## src/rtl/load_store_unit.sv

```systemverilog
// load_store_unit
//   Byte-addressed load/store front end for a word-wide memory that has a
//   1-cycle registered read latency. A byte/half/word request is turned into
//   one or two word beats with byte write masks; load data is aligned and
//   zero/sign-extended, and exactly one response is returned per request.
//   Build option: define LSU_MISALIGNED_EN to split accesses that cross a
//   word boundary into two beats; otherwise they are answered with an error.
module load_store_unit #(
    parameter int MEM_WIDTH_BYTES = 4,
    parameter int MEM_DEPTH       = 1024,
    parameter int ADDR_WIDTH      = 32
) (
    input  logic                         clk,
    input  logic                         reset,
    input  logic                         req_valid_in,
    output logic                         req_ready_out,
    input  logic                         req_write_in,
    input  logic [ADDR_WIDTH-1:0]        req_addr_in,
    input  logic [1:0]                   req_size_in,
    input  logic                         req_signed_in,
    input  logic [31:0]                  req_wdata_in,
    output logic                         resp_valid_out,
    output logic [31:0]                  resp_rdata_out,
    output logic                         resp_err_out,
    output logic [$clog2(MEM_DEPTH)-1:0] mem_write_addr_out,
    output logic                         mem_write_out,
    output logic [MEM_WIDTH_BYTES*8-1:0] mem_write_data_out,
    output logic [MEM_WIDTH_BYTES-1:0]   mem_write_mask_out,
    output logic [$clog2(MEM_DEPTH)-1:0] mem_read_addr_out,
    output logic                         mem_read_out,
    input  logic [MEM_WIDTH_BYTES*8-1:0] mem_read_data_in,
    input  logic                         debugen_in
);
    localparam int OFF_W = $clog2(MEM_WIDTH_BYTES);
    localparam int AW    = $clog2(MEM_DEPTH);
    localparam int MB    = MEM_WIDTH_BYTES;
    localparam int DW    = MEM_WIDTH_BYTES * 8;
    localparam int WW    = 2 * DW;
    localparam int MW    = 2 * MB;
    localparam int CW    = OFF_W + 4;

    typedef enum logic [1:0] {
        IDLE = 2'd0,
        LD0  = 2'd1,
        LD1  = 2'd2,
        ST1  = 2'd3
    } state_e;

    // Byte-lane mask for an access size (low nb bits set)
    function automatic logic [3:0] size_mask(input logic [1:0] size);
        logic [3:0] m;
        case (size)
            2'd0:    m = 4'b0001;
            2'd1:    m = 4'b0011;
            2'd2:    m = 4'b1111;
            default: m = 4'b0000;
        endcase
        return m;
    endfunction

    // Shift a two-word window down by the byte offset and extend the low nb bytes
    function automatic logic [31:0] extract(input logic [WW-1:0]    win,
                                            input logic [OFF_W-1:0] off,
                                            input logic [1:0]       size,
                                            input logic             sgn);
        logic [WW-1:0] sh;
        logic [31:0]   v;
        sh = win >> {off, 3'b000};
        v  = sh[31:0];
        case (size)
            2'd0:    v = sgn ? {{24{v[7]}}, v[7:0]}   : {24'd0, v[7:0]};
            2'd1:    v = sgn ? {{16{v[15]}}, v[15:0]} : {16'd0, v[15:0]};
            default: v = v;
        endcase
        return v;
    endfunction

    state_e            state_q, state_d;
    logic              resp_valid_q, resp_valid_d;
    logic [31:0]       resp_rdata_q, resp_rdata_d;
    logic              resp_err_q, resp_err_d;
    logic [AW-1:0]     w_q, w_d;
    logic [OFF_W-1:0]  off_q, off_d;
    logic [1:0]        size_q, size_d;
    logic              signed_q, signed_d;
    logic              mis_q, mis_d;
    logic [DW-1:0]     hi_data_q, hi_data_d;
    logic [MB-1:0]     hi_mask_q, hi_mask_d;
    logic [DW-1:0]     beat0_q, beat0_d;

    logic [OFF_W-1:0]  req_off_s;
    logic [AW-1:0]     req_w_s;
    logic [CW-1:0]     req_end_s;
    logic              req_mis_s;
    logic              req_err_s;
    logic [WW-1:0]     st_data_s;
    logic [MW-1:0]     st_mask_s;
    logic [AW-1:0]     next_w_s;
    logic              mem_we_s, mem_re_s;
    logic [AW-1:0]     mem_waddr_s, mem_raddr_s;
    logic [DW-1:0]     mem_wdata_s;
    logic [MB-1:0]     mem_wmask_s;

    assign req_ready_out = (state_q == IDLE) && !reset;

    // Decode the incoming request: offset, word index, boundary crossing, store window
    always_comb begin
        req_off_s = req_addr_in[OFF_W-1:0];
        req_w_s   = req_addr_in[OFF_W +: AW];
        req_end_s = CW'(req_off_s) + (CW'(1) << req_size_in);
        req_mis_s = (req_end_s > CW'(MEM_WIDTH_BYTES));
`ifdef LSU_MISALIGNED_EN
        req_err_s = (req_size_in == 2'd3);
`else
        req_err_s = (req_size_in == 2'd3) || req_mis_s;
`endif
        st_data_s = WW'(req_wdata_in) << {req_off_s, 3'b000};
        st_mask_s = MW'(size_mask(req_size_in)) << req_off_s;
        next_w_s  = (w_q == AW'(MEM_DEPTH - 1)) ? {AW{1'b0}} : (w_q + AW'(1));
    end

    // Next-state, memory beat and response generation
    always_comb begin
        state_d      = state_q;
        resp_valid_d = 1'b0;
        resp_rdata_d = 32'd0;
        resp_err_d   = 1'b0;
        w_d          = w_q;
        off_d        = off_q;
        size_d       = size_q;
        signed_d     = signed_q;
        mis_d        = mis_q;
        hi_data_d    = hi_data_q;
        hi_mask_d    = hi_mask_q;
        beat0_d      = beat0_q;
        mem_we_s     = 1'b0;
        mem_waddr_s  = w_q;
        mem_wdata_s  = {DW{1'b0}};
        mem_wmask_s  = {MB{1'b0}};
        mem_re_s     = 1'b0;
        mem_raddr_s  = w_q;
        case (state_q)
            IDLE: begin
                if (req_valid_in && req_ready_out) begin
                    w_d       = req_w_s;
                    off_d     = req_off_s;
                    size_d    = req_size_in;
                    signed_d  = req_signed_in;
                    mis_d     = req_mis_s;
                    hi_data_d = st_data_s[WW-1:DW];
                    hi_mask_d = st_mask_s[MW-1:MB];
                    if (req_err_s) begin
                        resp_valid_d = 1'b1;
                        resp_err_d   = 1'b1;
                    end else if (req_write_in) begin
                        mem_we_s    = 1'b1;
                        mem_waddr_s = req_w_s;
                        mem_wdata_s = st_data_s[DW-1:0];
                        mem_wmask_s = st_mask_s[MB-1:0];
`ifdef LSU_MISALIGNED_EN
                        if (req_mis_s) begin
                            state_d = ST1;
                        end else begin
                            resp_valid_d = 1'b1;
                        end
`else
                        resp_valid_d = 1'b1;
`endif
                    end else begin
                        mem_re_s    = 1'b1;
                        mem_raddr_s = req_w_s;
                        state_d     = LD0;
                    end
                end else begin
                    state_d = IDLE;
                end
            end
            LD0: begin
`ifdef LSU_MISALIGNED_EN
                if (mis_q) begin
                    beat0_d     = mem_read_data_in;
                    mem_re_s    = 1'b1;
                    mem_raddr_s = next_w_s;
                    state_d     = LD1;
                end else begin
                    resp_valid_d = 1'b1;
                    resp_rdata_d = extract({{DW{1'b0}}, mem_read_data_in}, off_q, size_q, signed_q);
                    state_d      = IDLE;
                end
`else
                resp_valid_d = 1'b1;
                resp_rdata_d = extract({{DW{1'b0}}, mem_read_data_in}, off_q, size_q, signed_q);
                state_d      = IDLE;
`endif
            end
`ifdef LSU_MISALIGNED_EN
            LD1: begin
                resp_valid_d = 1'b1;
                resp_rdata_d = extract({mem_read_data_in, beat0_q}, off_q, size_q, signed_q);
                state_d      = IDLE;
            end
            ST1: begin
                mem_we_s     = 1'b1;
                mem_waddr_s  = next_w_s;
                mem_wdata_s  = hi_data_q;
                mem_wmask_s  = hi_mask_q;
                resp_valid_d = 1'b1;
                state_d      = IDLE;
            end
`endif
            default: begin
                state_d = IDLE;
            end
        endcase
    end

    // State register, latched request fields and registered response
    always_ff @(posedge clk) begin
        if (reset) begin
            state_q      <= IDLE;
            resp_valid_q <= 1'b0;
            resp_rdata_q <= 32'd0;
            resp_err_q   <= 1'b0;
            w_q          <= {AW{1'b0}};
            off_q        <= {OFF_W{1'b0}};
            size_q       <= 2'd0;
            signed_q     <= 1'b0;
            mis_q        <= 1'b0;
            hi_data_q    <= {DW{1'b0}};
            hi_mask_q    <= {MB{1'b0}};
            beat0_q      <= {DW{1'b0}};
        end else begin
            state_q      <= state_d;
            resp_valid_q <= resp_valid_d;
            resp_rdata_q <= resp_rdata_d;
            resp_err_q   <= resp_err_d;
            w_q          <= w_d;
            off_q        <= off_d;
            size_q       <= size_d;
            signed_q     <= signed_d;
            mis_q        <= mis_d;
            hi_data_q    <= hi_data_d;
            hi_mask_q    <= hi_mask_d;
            beat0_q      <= beat0_d;
        end
    end

    assign resp_valid_out     = resp_valid_q;
    assign resp_rdata_out     = resp_rdata_q;
    assign resp_err_out       = resp_err_q;
    assign mem_write_out      = mem_we_s & ~reset;
    assign mem_read_out       = mem_re_s & ~reset;
    assign mem_write_addr_out = mem_waddr_s;
    assign mem_write_data_out = mem_wdata_s;
    assign mem_write_mask_out = mem_wmask_s;
    assign mem_read_addr_out  = mem_raddr_s;

    // Upper address bits wrap away; the trace enable only feeds simulation output
    logic unused_addr_s;
    assign unused_addr_s = ^{req_addr_in[ADDR_WIDTH-1:OFF_W+AW], debugen_in};
`ifndef LSU_MISALIGNED_EN
    // Second-beat holding registers have no reader when splitting is not built
    logic unused_split_s;
    assign unused_split_s = ^{mis_q, hi_data_q, hi_mask_q, beat0_q};
`endif

`ifndef SYNTHESIS
    // Per-cycle trace of handshake, memory strobes and response
    always_ff @(posedge clk) begin
        if (debugen_in) begin
            $write("lsu st=%0d acc=%0b we=%0b re=%0b rv=%0b err=%0b rdata=%08h\n",
                   state_q, req_valid_in && req_ready_out, mem_write_out, mem_read_out,
                   resp_valid_q, resp_err_q, resp_rdata_q);
        end
    end
`endif

endmodule

```

## config.mk

```make
export PLATFORM = sky130hd
export DESIGN_NAME = load_store_unit
export DESIGN_NICKNAME = d
export VERILOG_FILES = /design/src/rtl/load_store_unit.sv
export SDC_FILE = /design/constraint.sdc
export NUM_CORES = 1
export LEC_CHECK = 0
export CORE_MARGIN = 3
export CORE_UTILIZATION = 30
export CTS_BUF_LIST = sky130_fd_sc_hd__clkbuf_8
export DETAILED_ROUTE_END_ITERATION = 8
export MAX_ROUTING_LAYER = met4
export PLACE_DENSITY_LB_ADDON = 0.05
export SYNTH_ARGS = -nofsm -noshare
export SYNTH_HDL_FRONTEND = slang
export SYNTH_SLANG_ARGS = --single-unit
```

## constraint.sdc

```tcl
create_clock -name clk -period 3.7 [get_ports clk]
set_input_delay 0.37 -clock clk [delete_from_list [all_inputs] [get_ports clk]]
set_output_delay 0.37 -clock clk [all_outputs]
set_load 0.005 [all_outputs]
```

=== Yosys cells after proc, flatten, opt, wreduce, memory -nomap -nowiden ===
Cells that the tools add are included.

* Bits in registers: 50
* Bits of input ports: 104
* Logic and storage cells: 69

* Add/sub/neg operators: 1
* Order comparisons: 1
* Equality and inequality tests: 4
* Shifts and indexed selects: 4
* Mux-type cells: 32
* Bitwise logic cells: 8
* Reduce and logical (&&, ||, !) cells: 11

{| class="wikitable"
|+ Operators with widths
! kind !! count
|-
| $mux W32 || 6
|-
| $mux W10 || 8
|-
| $pmux W32 S2 || 1
|-
| $shl A32 B5 Y32 || 1
|-
| $shr A32 B5 Y32 || 1
|-
| $mux W4 || 4
|-
| $pmux W4 S3 || 1
|-
| $mux W1 || 11
|-
| $add A2 B6 Y6 || 1
|-
| $gt A6 B3 Y1 const B || 1
|-
| $logic_not A2 Y1 || 3
|-
| $not A1 Y1 || 6
|-
| $shl A1 B2 Y6 const A || 1
|-
| $eq A2 B1 Y1 const B || 2
|-
| $eq A2 B2 Y1 const B || 2
|-
| $reduce_and A2 Y1 || 2
|-
| $shl A4 B2 Y4 || 1
|-
| $reduce_or A3 Y1 || 1
|-
| $and A1 B1 Y1 || 2
|-
| $logic_and A1 B1 Y1 || 2
|-
| $pmux W1 S2 || 1
|-
| $reduce_or A2 Y1 || 1
|-
| $logic_not A1 Y1 || 1
|-
| $logic_or A1 B1 Y1 || 1
|}

=== Longest topological paths before layout ===
Gate-level depths: netlist of run 1.

* Word-level depth: 8
* Depth in mapped cells: 10
* Depth with buffers taken out: 8

=== Worst setup path after synthesis of run 1 ===
No wires, ideal clock.

* Path kind: input to output
* Start point: input req_addr_in[1]
* End point: output mem_read_addr_out[1]
* Data arrival time: 2.217 ns
* Required time: 3.330 ns
* Setup slack: 1.113 ns
* Stages: 7
* Buffers on the path: 2
* Cells stage by stage: clkbuf_1 inv_1 fa_1 nor2b_1 o211ai_1 buf_6 mux2_4

* Word-level cells in the longest chain between the ends: 6

{| class="wikitable"
|+ RTL lines
! element !! line !! RTL
|-
| start, declared || 18 || <nowiki>input logic [ADDR_WIDTH-1:0] req_addr_in,</nowiki>
|-
| $add A2 B6 Y6 || 110 || <nowiki>req_end_s = CW'(req_off_s) + (CW'(1) << req_size_in);</nowiki>
|-
| $gt A6 B3 Y1 || 111 || <nowiki>req_mis_s = (req_end_s > CW'(MEM_WIDTH_BYTES));</nowiki>
|-
| $logic_or A1 B1 Y1 || 115 || <nowiki>req_err_s = (req_size_in == 2'd3) || req_mis_s;</nowiki>
|-
| $mux W10 || 152 || <nowiki>if (req_err_s) begin</nowiki>
|-
| $mux W10 || 144 || <nowiki>if (req_valid_in && req_ready_out) begin</nowiki>
|-
| $mux W10 || 142 || <nowiki>case (state_q)</nowiki>
|-
| end, declared || 29 || <nowiki>output logic [$clog2(MEM_DEPTH)-1:0] mem_read_addr_out,</nowiki>
|}

No other way between the ends.

=== Worst setup path after layout of run 1 ===
* Start point: input req_addr_in[1]
* End point: output mem_write_addr_out[0]

* Word-level cells in the longest chain between the ends: 6

{| class="wikitable"
|+ RTL lines
! element !! line !! RTL
|-
| $add A2 B6 Y6 || 110 ||
|-
| $gt A6 B3 Y1 || 111 ||
|-
| $logic_or A1 B1 Y1 || 115 ||
|-
| $mux W10 || 152 ||
|-
| $mux W10 || 144 ||
|-
| $mux W10 || 142 ||
|-
| end, declared || 25 || <nowiki>output logic [$clog2(MEM_DEPTH)-1:0] mem_write_addr_out,</nowiki>
|}

No other way between the ends.

==> results of run 1 <==
## how the worst max path moves through the flow
stage | startpoint | endpoint
6_report | req_addr_in[1] | mem_write_addr_out[0]
5_1_grt | req_addr_in[1] | mem_write_data_out[29]
4_1_cts | req_size_in[0] | mem_read_addr_out[1]
3_5_place_dp | req_size_in[0] | mem_read_addr_out[1]
3_3_place_gp | req_size_in[0] | mem_write_addr_out[6]
2_1_floorplan | req_addr_in[1] | mem_read_addr_out[1]
## per-layer routing
layer	track usage (%)	up-vias	part of all wire (%)
met5	-	-	0
li1	-	1567	-
met1	21.25	1440	43
met3	3.463	6	5.7
met4	3.877	0	0.97
met2	30.68	99	51
## timing repair
item	4_1_cts	5_1_grt
setup endpoints to repair	0	37
buffers inserted	0	1
hold buffers	0	0
gates resized for setup	0	6
## cells by family after synthesis
logic type | Yosys count
adder cells (fa/ha/maj) | 6
XOR/XNOR | 3
multiplexers | 62
AO/OA/AOI/OAI | 79
flip-flops | 50
AND/OR/NAND/NOR | 101
buffers and inverters | 41
## state kept, by name (all words and copies together), names as in the netlist
signal	cells
resp_err_out	1
w_q	10
resp_valid_out	1
state_q	1
resp_rdata_out	32
signed_q	1
off_q	2
size_q	2
## cell usage after synthesis (3+ instances only)
cell        n  area [µm²]
clkbuf_1   13       48.80
nor3_1      8       40.04
a21oi_1    11       55.05
buf_2      12       60.06
o22ai_1     8       50.05
nor3b_1     8       60.06
o21ai_0     4       20.02
ha_1        5       62.56
buf_1       3       11.26
nand3b_1    5       37.54
a2bb2o_1    8       80.08
inv_1      10       37.54
a221oi_1    8       70.07
a211oi_1   25       187.7
mux2i_1    32       320.3
mux2_1     10       112.6
nor2_1     31       116.4
nor2b_1    14       87.58
nand2b_1    4       25.02
mux2_2     11       123.9
a2bb2oi_1   8       70.07
nand2_1    25       93.84
mux2_4      8       120.1
dfxtp_1    50        1001
## layout make-up
class                   count  area share, %
well taps                 133          3.270
repair buffers            187          36.24
inverters                  10         0.7376
flip-flops and latches     50          19.67
clock inverters             2         0.3442
multi-input cells         251          38.11
clock buffers               6          1.623
## through the flow
step / utilization, % / cells / total power (µW)
floorplan: - / 342 / 763.6
global placement: 49.94 / 630 / 950.4
detailed placement: 49.94 / 630 / 954.9
CTS: 50.94 / 638 / 1298
global route: 51.12 / 639 / 1359
finish: 51.12 / 639 / 1286
## power by group
part | switching [µW] | internal [µW] | total [µW]
logic | 153 | 220 | 373
registers | 15.9 | 553 | 569
clock network | 190 | 154 | 344
total | 358 | 928 | 1290
## worst reg2reg max path, cell delays in order (launching register included)
cell and delay (ps):
dfxtp_1 520, buf_4 300, mux2_2 370, o221ai_2 550
a2bb2o_1 330
==> flow_metrics.tcl, run 1 <==
set metrics [dict create \
    endpoint_kind "output pin" \
    outcome "finished clean" \
    hold_path_class "input port to flip-flop" \
    synth-seq-cells 50 \
    crit_chain "clkdlybuf4s50_1 -> inv_1 -> fa_1 -> nor2b_2 -> o211ai_1 -> buf_4 -> mux2_1 -> clkdlybuf4s50_1" \
    crit_path_frequent_cell "clkdlybuf4s50_1" \
    power_density_nw_per_um2 252.7 \
    reg2regPathDepth 4 \
    finalSetupViolCount 0 \
    worst-endpoint-arrival_ps 2880 \
    drv_cap 0 \
    timing.rr.start "off_q[1]$_SDFFE_PP0P_" \
    routabilityCongestion 0.7943 \
    syn_inst 342 \
    synth_xor_area_share_pct 0.8417 \
    cts_buffers 5 \
    max_stage_delay_ps 500 \
    yosys_warnings 0 \
    crit_slowest_cell "fa_1" \
    leakage_uw 0.001976 \
    die_w_um 108.0 \
    clock_latency_ps 300 \
    syn_area_um2 3122 \
    start_util_pct 31.36 \
    grtUsageTotal_pct 17.67 \
    antenna_found_initial 0 \
    fillCellCount 969 \
    multi_input_comb_area_um2 1939 \
    cp_num_cells 8 \
    area_growth_pct 63.01 \
    synth-compound-area-share_pct 19.36 \
    cp-start-kind "input port" \
    core-area_um2 9955 \
    grt_pass1_wl_um 16070 \
    cts.sinks 50 \
    viasPerCell 4.870 \
    final.setup.worst_slack_ps 447.7 \
    die_area_um2 11670 \
    final_nets 615 \
    layout_commonest_cell "clkdlybuf4s50_1" \
    synth_fa_ha_area_share_pct 2.645 \
    cp_max_fo 10 \
    cts_tree "built" \
    min_from "req_size_in[0]" \
    die_height_um 108.0 \
    synth_edf_count 0 \
    worst-setup-path-type "input port to output pin" \
    crit_required_ps 3330 \
    syn-num-nets 452 \
    async_reset_ff_share_pct 0 \
    fmax_ghz 0.3075 \
    synthMuxAreaShare_pct 22.40 \
    vdd_drop_max_uv 163.5 \
    drive_gt1_share_pct 10.28 \
    clkTransAtPathRegs_ps 90 \
    drc_errors 0 \
    wl_per_cell_um 16.15 \
    ant_nets 0 \
    n_antenna_cell 0 \
    relSlewSlack_pct 53.53 \
    rsz0062_at_grt "no" \
    hold_path_depth 3 \
    clock_path_buffers 2 \
    hold_end "size_q[0]$_SDFFE_PP0P_" \
    ff_latch_area_um2 1001 \
    routed_wirelength_um 10320 \
    first_pass_iters 4 \
    grt_overflow 0 \
    seq_area_frac_synth_pct 32.06 \
    root_buffer "clkbuf_8" \
    synth_simple_gate_area_share_pct 16.79 \
    grt_max_degree 46 \
    grt_pass1_vias 3144 \
    r2r_end "resp_rdata_out[30]$_SDFF_PP0_" \
    ios 197 \
    layout_min_cycle_time_ps 3252 \
    pre_cts_ws_ps 66.06 \
    yosysUniqueCellTypes 42 \
    clock_skew_ps 12.29 \
    htree_levels 2 \
    place_area_um2 4971 \
    path_delay_family "buffers and inverters" \
    crit_buf_inv 4 \
    fin_crit_sh_pct 87.90 \
    drv_slew 0 \
    io_buffers 175 \
    syn_area_per_cell_um2 9.128 \
    dp_hpwl_um 7894 \
    holdWs_ps 425.5 \
    synth_top_family_by_area "multiplexers" \
    drtIter0Drc 73 \
    tightestPinTransition_ps 696.1 \
    finalInstanceArea_um2 5089 \
    final_cell_mix "clkdlybuf4s50_1, dfxtp_1, mux2i_1" \
    ff2ff_setup_slack_ps 1530 \
    num_vias 3112 \
    synthFlopType "dfxtp_1" \
    num_rows 36 \
    tns_ps 0 \
    hold_violations 0 \
]
No activity file was read; power rests on OpenSTA's default activity.
==> run 2: changes to the inputs <==
SKIP_CTS_REPAIR_TIMING = 1   (was default)
==> results of run 2 <==
The final DEF is identical to that of run 1; final timing and power are the same.
